`config.mk`:
```
export PLATFORM = sky130hd
export DESIGN_NAME = rd_tid_alloc
export DESIGN_NICKNAME = d
export VERILOG_FILES = /design/src/rtl/rd_tid_alloc.sv
export SDC_FILE = /design/constraint.sdc
export NUM_CORES = 1
export LEC_CHECK = 0
export CORE_ASPECT_RATIO = 1.25
export CORE_MARGIN = 8
export CORE_UTILIZATION = 50
export CTS_CLUSTER_DIAMETER = 30
export CTS_CLUSTER_SIZE = 8
export DETAILED_ROUTE_END_ITERATION = 10
export DONT_BUFFER_PORTS = 1
export HOLD_SLACK_MARGIN = 0.02
export PLACE_DENSITY = 0.78
export SLEW_MARGIN = 0
export SYNTH_ARGS = -nofsm -noshare
export SYNTH_HDL_FRONTEND = slang
export SYNTH_SLANG_ARGS = --single-unit
```
`constraint.sdc`:
```
create_clock -name clk -period 2.6 [get_ports clk]
set_clock_uncertainty 0.15 [all_clocks]
set_input_delay 0.52 -clock clk [delete_from_list [all_inputs] [get_ports clk]]
set_output_delay 0.52 -clock clk [all_outputs]
set_load 0.01 [all_outputs]
```
`src/rtl/rd_tid_alloc.sv`:
```
// -----------------------------------------------------------------------------
// rd_tid_alloc
// Read transaction-ID allocator sitting in front of the read reorder buffer.
// Every accepted AXI AR request is tagged with the next sequential tID (the
// same order in which the ROB retires), its ARID is parked in a per-tID table,
// and {tID, addr} is handed to tag compare. The number of outstanding tIDs is
// capped at MAX_OUTST so the downstream hit/miss FIFOs can never overflow.
// When the ROB retires a tID, the slot is freed and the stored ARID is read
// back combinationally for the R channel.
// -----------------------------------------------------------------------------
module rd_tid_alloc #(
  parameter int ID_WIDTH   = 4,
  parameter int ADDR_WIDTH = 32,
  parameter int TID_WIDTH  = 4,
  parameter int MAX_OUTST  = 16   // legal range 1 .. 2**TID_WIDTH
) (
  input  logic                  clk,
  input  logic                  rst_n,        // synchronous, active-low

  // AXI AR side
  input  logic                  arvalid_i,
  output logic                  arready_o,
  input  logic [ID_WIDTH-1:0]   arid_i,
  input  logic [ADDR_WIDTH-1:0] araddr_i,

  // Tagged request to tag compare
  output logic                  req_valid_o,
  input  logic                  req_ready_i,
  output logic [TID_WIDTH-1:0]  req_tid_o,
  output logic [ADDR_WIDTH-1:0] req_addr_o,

  // Retire from the ROB / R channel
  input  logic                  ret_valid_i,
  input  logic [TID_WIDTH-1:0]  ret_tid_i,
  output logic [ID_WIDTH-1:0]   ret_id_o,

  // Status
  output logic [TID_WIDTH:0]    outst_o,
  output logic                  err_o
);

  localparam int                   DEPTH   = 1 << TID_WIDTH;
  localparam logic [TID_WIDTH:0]   MAX_CNT = (TID_WIDTH+1)'(MAX_OUTST);
  localparam logic [TID_WIDTH:0]   CNT_ONE = (TID_WIDTH+1)'(1);
  localparam logic [TID_WIDTH-1:0] TID_ONE = TID_WIDTH'(1);

  typedef enum logic {
    S_IDLE = 1'b0,   // waiting for an AR request
    S_SEND = 1'b1    // presenting the tagged request to tag compare
  } state_t;

  // ---------------------------------------------------------------------------
  // Registers and wires
  // ---------------------------------------------------------------------------
  state_t                r_state;
  state_t                w_next_state;

  logic [TID_WIDTH-1:0]  r_alloc_ptr;   // next tID to hand out
  logic [TID_WIDTH-1:0]  r_ret_ptr;     // next tID the ROB is expected to retire
  logic [TID_WIDTH:0]    r_outst;       // allocated but not yet retired
  logic [TID_WIDTH-1:0]  r_req_tid;
  logic [ADDR_WIDTH-1:0] r_req_addr;
  logic                  r_err;

  logic [ID_WIDTH-1:0]   r_id_table [DEPTH];

  logic                  w_arready;
  logic                  w_req_valid;
  logic                  w_accept;
  logic                  w_ret_legal;
  logic                  w_ret_bad;
  logic                  w_room;

  // ---------------------------------------------------------------------------
  // Handshake qualifiers
  // ---------------------------------------------------------------------------
  // Room is judged on the registered count only, so a retire in the same cycle
  // re-opens arready one cycle later rather than through a comb path.
  assign w_room      = (r_outst < MAX_CNT);
  assign w_accept    = arvalid_i & w_arready;
  assign w_ret_legal = ret_valid_i & (r_outst != '0) & (ret_tid_i == r_ret_ptr);
  assign w_ret_bad   = ret_valid_i & ~w_ret_legal;

  // ---------------------------------------------------------------------------
  // FSM
  // ---------------------------------------------------------------------------

  // State register.
  // NOTE: clocked state uses non-blocking assignments so every flop samples
  // the pre-edge values of the others, independent of statement order.
  always_ff @(posedge clk) begin
    if (!rst_n) r_state <= S_IDLE;
    else        r_state <= w_next_state;
  end

  // Next-state logic: one request in flight towards tag compare at a time.
  // NOTE: the default assignment at the top keeps this block free of latches
  // on any path that does not explicitly assign w_next_state.
  always_comb begin
    w_next_state = r_state;
    if (r_state == S_IDLE) begin
      if (w_accept) w_next_state = S_SEND;
    end else begin
      if (req_ready_i) w_next_state = S_IDLE;
    end
  end

  // Output decode; arready is forced low while reset is held.
  always_comb begin
    w_arready   = 1'b0;
    w_req_valid = 1'b0;
    if (r_state == S_IDLE) begin
      w_arready = rst_n & w_room;
    end else begin
      w_req_valid = 1'b1;
    end
  end

  // ---------------------------------------------------------------------------
  // Datapath
  // ---------------------------------------------------------------------------

  // Latch the tagged request on accept; held stable while in S_SEND.
  always_ff @(posedge clk) begin
    if (!rst_n) begin
      r_req_tid  <= '0;
      r_req_addr <= '0;
    end else if (w_accept) begin
      r_req_tid  <= r_alloc_ptr;
      r_req_addr <= araddr_i;
    end
  end

  // Allocation pointer: advances by one per accept, wraps modulo 2**TID_WIDTH.
  always_ff @(posedge clk) begin
    if (!rst_n)        r_alloc_ptr <= TID_ONE;
    else if (w_accept) r_alloc_ptr <= r_alloc_ptr + TID_ONE;
  end

  // Retire pointer: advances by one per legal retire, same wrap as allocation.
  always_ff @(posedge clk) begin
    if (!rst_n)           r_ret_ptr <= TID_ONE;
    else if (w_ret_legal) r_ret_ptr <= r_ret_ptr + TID_ONE;
  end

  // Outstanding count: accept and legal retire together cancel out.
  always_ff @(posedge clk) begin
    if (!rst_n) begin
      r_outst <= '0;
    end else begin
      case ({w_accept, w_ret_legal})
        2'b10:   r_outst <= r_outst + CNT_ONE;
        2'b01:   r_outst <= r_outst - CNT_ONE;
        default: r_outst <= r_outst;
      endcase
    end
  end

  // Sticky protocol error: any ignored retire pulse flags until reset.
  always_ff @(posedge clk) begin
    if (!rst_n)         r_err <= 1'b0;
    else if (w_ret_bad) r_err <= 1'b1;
  end

  // ARID table write on accept.
  // NOTE: the table is intentionally not reset; an entry is always written on
  // accept before its tID can be legally retired, so stale contents are never
  // observed in correct operation and the array can map onto plain RAM.
  always_ff @(posedge clk) begin
    if (rst_n && w_accept) r_id_table[r_alloc_ptr] <= arid_i;
  end

  // ---------------------------------------------------------------------------
  // Outputs
  // ---------------------------------------------------------------------------
  assign arready_o   = w_arready;
  assign req_valid_o = w_req_valid;
  assign req_tid_o   = r_req_tid;
  assign req_addr_o  = r_req_addr;
  assign ret_id_o    = r_id_table[ret_tid_i];
  assign outst_o     = r_outst;
  assign err_o       = r_err;

  // ---------------------------------------------------------------------------
  // Invariants
  // ---------------------------------------------------------------------------
  a_outst_bound : assert property (@(posedge clk) disable iff (!rst_n)
    r_outst <= MAX_CNT);

  a_no_accept_in_send : assert property (@(posedge clk) disable iff (!rst_n)
    (r_state == S_SEND) |-> !w_accept);

endmodule

```
======== Word level (Yosys, flattened, before mapping) ========
Memories as Yosys holds them, arrays and structs flattened.
Cells that the tools add are included.
operators by class
  bitwise gates (word level) .............. 6
  order comparisons ....................... 1
  equality and inequality tests ........... 3
  reduce and logical (&&, ||, !) cells .... 3
  muxes and demuxes ....................... 8
  add/subtract/negate cells ............... 4
operator list
  kind                                                                 number
  5-bit case mux with 2 select lines                                   1
  4-bit by 1-bit adder with 4-bit output (second input constant)       2
  1-bit two-way mux                                                    7
  5-bit by 1-bit adder with 5-bit output (second input constant)       1
  1-bit AND                                                            5
  5-bit less-than comparator (second input constant)                   1
  5-bit nonzero test                                                   1
  5-bit by 1-bit subtractor with 5-bit output (second input constant)  1
  4-bit == test                                                        1
  2-bit by 1-bit == test with 1-bit output (second input constant)     1
  2-bit == test (second input constant)                                1
  2-bit nonzero test                                                   1
  1-bit logical AND                                                    1
  1-bit inverter                                                       1
word-level totals
  memories ................................ 1
  logic and storage cells ................. 33
  input bits .............................. 45
  output and inout bits ................... 48
  bits in writable memories ............... 64
  flip-flop bits (word level) ............. 51
memories
  name        words  bits a word  read ports  clocked after memory_dff  write ports  line  text
  r_id_table  16     4            1           0                         1            65    logic [ID_WIDTH-1:0] r_id_table [DEPTH];

======== Longest topological paths before layout ========
  depth in word-level cells ............... 7
  gate-level depth with buffers ........... 10
  mapped depth without buffers ............ 9

======== Worst setup path after synthesis ========
Ideal clock, no wire load.
  path type ............................... input to register
  start point ............................. input ret_tid_i[3]
  end point ............................... register r_outst[3] (netlist: outst_o[3])
  required time ........................... 2.328 ns
  path buffers ............................ 1
  slack ................................... -0.196 ns
  setup time .............................. 0.122 ns
  stages .................................. 10
  arrival time ............................ 2.524 ns
  path through ............................ clkbuf_8 > inv_1 > o2111ai_4 > nor4_4 > ha_1 > ha_1 > a21o_2 > a21oi_1 > nor4b_1 > a311o_1
between the ends
  longest elaborated chain between the ends .. 4
  elaborated cells between the ends (all ways) .. 6
  those cells by class .................... 3 x eq/ne; 1 x mux; 1 x bitwise; 1 x reduce/logical
ends and longest elaborated chain
  what                                                                       line  text
  start: declaration                                                         34    input logic [TID_WIDTH-1:0] ret_tid_i,
  4-bit == test *                                                            81    assign w_ret_legal = ret_valid_i & (r_outst != '0) & (ret_tid_i == r_ret_ptr);
  1-bit AND *                                                                81
  via w_ret_legal                                                            70    logic w_ret_legal;
  2-bit by 1-bit == test with 1-bit output or 2-bit == test (tied branches)  151   case ({w_accept, w_ret_legal})
  5-bit case mux with 2 select lines or 2-bit nonzero test (tied branches)   -
  end signal: assignment                                                     152   2'b10: r_outst <= r_outst + CNT_ONE;
  end signal: assignment                                                     153   2'b01: r_outst <= r_outst - CNT_ONE;
  end signal: assignment                                                     154   default: r_outst <= r_outst;
  end: declaration                                                           60    logic [TID_WIDTH:0] r_outst;
The timed path passes the listed nets; every way through them passes the cells marked *.
A chain may end at the register's enable or synchronous reset.

======== Worst setup path in the final report ========
  start point ............................. register r_outst[0] (netlist: outst_o[0])
  end point ............................... register r_outst[3] (netlist: outst_o[3])
between the ends
  elaborated cells between the ends (all ways) .. 13
  those cells by class .................... 2 x add/sub; 1 x order compare; 2 x eq/ne; 2 x mux; 4 x bitwise; 2 x reduce/logical
RTL lines
  what                                                                       line
  5-bit nonzero test *                                                       81
  1-bit AND * (2 in series)                                                  81
  via w_ret_legal                                                            70
  2-bit by 1-bit == test with 1-bit output or 2-bit == test (tied branches)  151
  5-bit case mux with 2 select lines or 2-bit nonzero test (tied branches)   -
Marks and branches as above.

==> results.md <==
- The worst setup path is launched from a flip-flop.
- The total area inside the core boundary comes to 0.00951 mm2.
- Cell internal power was estimated by the tool at 0.00353 W.
- The run finished with clean final reports.
- The critical setup path kind is flip-flop to flip-flop.
- The total CTS buffers is 17.
- The maximum clock frequency is 399 MHz.
- In the final routed layout, each cell accounts on average for 18.4 um.
- The launch instance of the worst min-delay path is rst_n.
- The cell area after synthesis is 0.00485 mm2.
- Cells fill 59.1% of the core in the end.
- The total power consumption of the routed design is 0.00441 W.
- The instance count after placement with tap cells included is 501.
- In the final timing run, aggregate negative setup slack is 0 ps.
- Clock-pin slew was measured on the worst setup and hold paths at 50 ps.
- The final antenna diode count is 0.
- For the pin with the worst max-slew slack, the measured transition is 481 ps.
- Row generation in the floorplan step produced 40 rows.
- The number of antenna violations at the first check in global routing was 0.
- The Yosys warning count is 0.
- The setup slack of the worst register-to-register path is 90 ps.
- The startpoint of the lowest-slack register-to-register path is outst_o[0]$_SDFFE_PN0P_.
- Summed over all instances, the cell type with the most area after synthesis is sky130_fd_sc_hd__edfxtp_1.
- The first detailed-routing pass took 4 iterations.
- The die covers 0.0131 mm2.
- The die width is 104 um.
- The initial core utilization is 51.0%.
- The signal arrival time at the worst endpoint is 2640 ps.
- The switching power summed over all nets is 0.000876 W.
- The wire length reported by the detailed router is 9790 um.
- The area overhead of the layout relative to synthesis is 15.8%.
- Setup violations remaining at the end of the flow were counted as 0.
- By area the synthesized netlist is led by sky130_fd_sc_hd__edfxtp_1, sky130_fd_sc_hd__dfxtp_1, sky130_fd_sc_hd__nand2_1.
- The number of register bits inferred by synthesis is 115.
- Global routing used 15.5% of the available tracks across all layers.
- The final instance count without filler cells is 532.
- In the layout the commonest cells are sky130_fd_sc_hd__nand2_1, sky130_fd_sc_hd__edfxtp_1, sky130_fd_sc_hd__dfxtp_1.
- The share of power burned in registers is 45.4%.
- The class of the tightest hold or removal check is input port to flip-flop.
- Leaving out fill and tap cells, the most frequent cell in the layout is sky130_fd_sc_hd__nand2_1.
- The post-detailed-route via-to-cell ratio is 5.39.
- The average cell area after synthesis is 12.6 um2.
- The worst hold path terminates at r_alloc_ptr[0]$_SDFFE_PN1P_.
- The number of nets in the layout is 449.
- The switching power as a share of total power is 19.9%.
- VDD sags by at most 0.519 mV.
- The TritonCTS clock tree is yes.
- The met2 usage in global routing is 27.3%.
- In the routed design, unresolved DRC markers number 0.
- Of all nets on the critical path, the largest fanout is 6.
- The least setup slack across all paths after layout is 92.4 ps.
- The busiest layer in global routing is met2.
- The total grt overflow is 0.
- In the global route stage, met1 resource usage came out at 15.5%.
- In this run the tool buffered the top-level ports with 0 buffer cells.
- The via count is 2,865.
- The number of global-route vias before repair came to 3,180.
- For this run, asynchronously set or reset flops after synthesis account for 0%.
- The number of different library cells in the post-synthesis netlist is 48.
- The count of clock tree sinks is 115.
- The maximum number of pins on one net before global-route repair is 62.
- The leakage dissipation is 1.92 nW.
- The worst relative slew slack is 67.5%.
- The critical path starts at outst_o[0]$_SDFFE_PN0P_.
- Counting instances, the worst hold path has a depth of 1.
- The congestion estimate from routability-driven global placement came to 0.751.
- In this run the clock root is driven by a sky130_fd_sc_hd__clkbuf_16.
- Before CTS, the worst setup slack after placement is 35.2 ps.
- The post-synthesis cell count is 386.
- The share of synthesized area in the top cell type comes to 39.6%.
- In the global route stage, met3 resource usage came out at 7.24%.
- The clock latency reported for the late side of the worst-skew pair is 400 ps.
- In the finished design, the share of the clock period the worst path needs comes to 96.4%.
- The fraction of the yosys area taken by sequential cells is 60.6%.
- At the worst endpoint, the required time is 2730 ps.
- The first-pass GRT wire length is 16,000 um.
- The count of nets left with antenna violations once routing finished came out at 0.
- The share of final-layout standard cells stronger than drive strength 1 is 18.5%.
- Detailed placement ended at an HPWL of 6780 um.
- The height of the die is 126 um.
- The number of nets in the synthesized netlist is 441.
- The final number of hold-violating endpoints was 0.
- Counting along the longest clock path gives a buffer depth of 2.
- The smallest clock period supported by the final layout is computed as 2510 ps.
- Counting flops with a built-in enable in the synthesized netlist gives 64.
- The clock share of power is 50.5%.
- The worst reg2reg path endpoint is outst_o[3]$_SDFFE_PN0P_.
- 93 I/O pins were placed.
- Of the total power, combinational logic draws 4.1%.
- The number of DRC violations after detailed-routing iteration 0 is 134.
- The commonest register cell after synthesis is sky130_fd_sc_hd__edfxtp_1.
- Max-cap violations in this run came to 0.
- The number of H-tree levels is 4.
- The worst setup path is captured at a flip-flop.
- The depth of the worst register-to-register path is 9.
- The max-slew violation total from the final report was 0.
- The cell area power density is 785 mW/mm2.
-- through the flow --
| step | cell area (um2) | hold slack [ps] |
|---|---|---|
| detailed placement | 5000 | 361 |
| global route | 5620 | 39.8 |
| finish | 5620 | 53.2 |
| global placement | 5000 | 352 |
| CTS | 5600 | 26.6 |
| floorplan | 4910 | 329 |
-- final cells by class --
cell class | instances | area, um2
multi-input combinational | 241 | 1830
clock buffer | 19 | 433
timing repair buffer | 13 | 97.6
tap | 126 | 158
sequential | 115 | 2940
clock inverter | 12 | 139
inverter | 6 | 22.5
fill | 776 | 3890
-- cells in the mapped netlist (all sizes together), types with 5 or more instances --
master and count:
inv 6, xnor2 5, edfxtp 64, nor2b 7
nand2b 5, buf 14, mux4 16, nand2 99
mux2i 5, ha 9, nor2 14, clkbuf 10
a21boi 37, dfxtp 51
-- per-layer routing --
metal | up-vias | part of all wire [%]
li1 | 1382 | -
met1 | 1383 | 38
met2 | 94 | 52
met3 | 6 | 9.0
met4 | 0 | 0.79
met5 | - | 0
-- logic make-up after synthesis --
logic type      after synthesis  share of synthesized area [%]
compound gates               55                           8.87
xor+xnor                      6                           1.08
fa+ha+maj                    10                           2.73
buf+inv                      30                           3.69
flops                       115                           60.6
mux                          22                           8.77
simple gates                148                           14.2
-- critical path: stages (launching register included) --
cell and delay, ps:
sky130_fd_sc_hd__dfxtp_1 300, sky130_fd_sc_hd__or4_4 540, sky130_fd_sc_hd__nor2_4 140, sky130_fd_sc_hd__nor4_4 80, sky130_fd_sc_hd__ha_4 210, sky130_fd_sc_hd__ha_4 270, sky130_fd_sc_hd__a21o_2 120, sky130_fd_sc_hd__a21oi_2 50
sky130_fd_sc_hd__and4b_1 200, sky130_fd_sc_hd__a311o_1 330
-- worst max-delay path by stage --
stage,depth (start not counted),to,slack (ps)
floorplan,9,outst_o[3]$_SDFFE_PN0P_,-20
global placement,9,outst_o[4]$_SDFFE_PN0P_,130
detailed placement,9,outst_o[4]$_SDFFE_PN0P_,40
CTS,9,outst_o[4]$_SDFFE_PN0P_,50
global route,9,outst_o[4]$_SDFFE_PN0P_,-0.6
finish,9,outst_o[3]$_SDFFE_PN0P_,90
-- what timing repair did --
item,in CTS,in global routing
gates resized for setup,2,3
buffers inserted,0,0
hold buffers,0,0
endpoints found under the hold margin,0,0
endpoints found under the setup margin,1,1
-- flip-flops by register name, indices dropped and copies added (netlist names) --
name,count
err_o,1
outst_o,5
r_alloc_ptr,4
r_id_table,64
r_ret_ptr,4
r_state,1
req_addr_o,32
req_tid_o,4
-- power by group through the flow --
stage	logic [W]	clock network (W)	registers, W
6_report	0.000180	0.00223	0.00200
5_1_grt	0.000202	0.00236	0.00201
4_1_cts	0.000184	0.00227	0.00200
3_5_place_dp	0.000181	0	0.00204
3_3_place_gp	0.000173	0	0.00204
2_1_floorplan	0.000179	0	0.00203
Note: power is estimated with default switching activity, not from simulation.
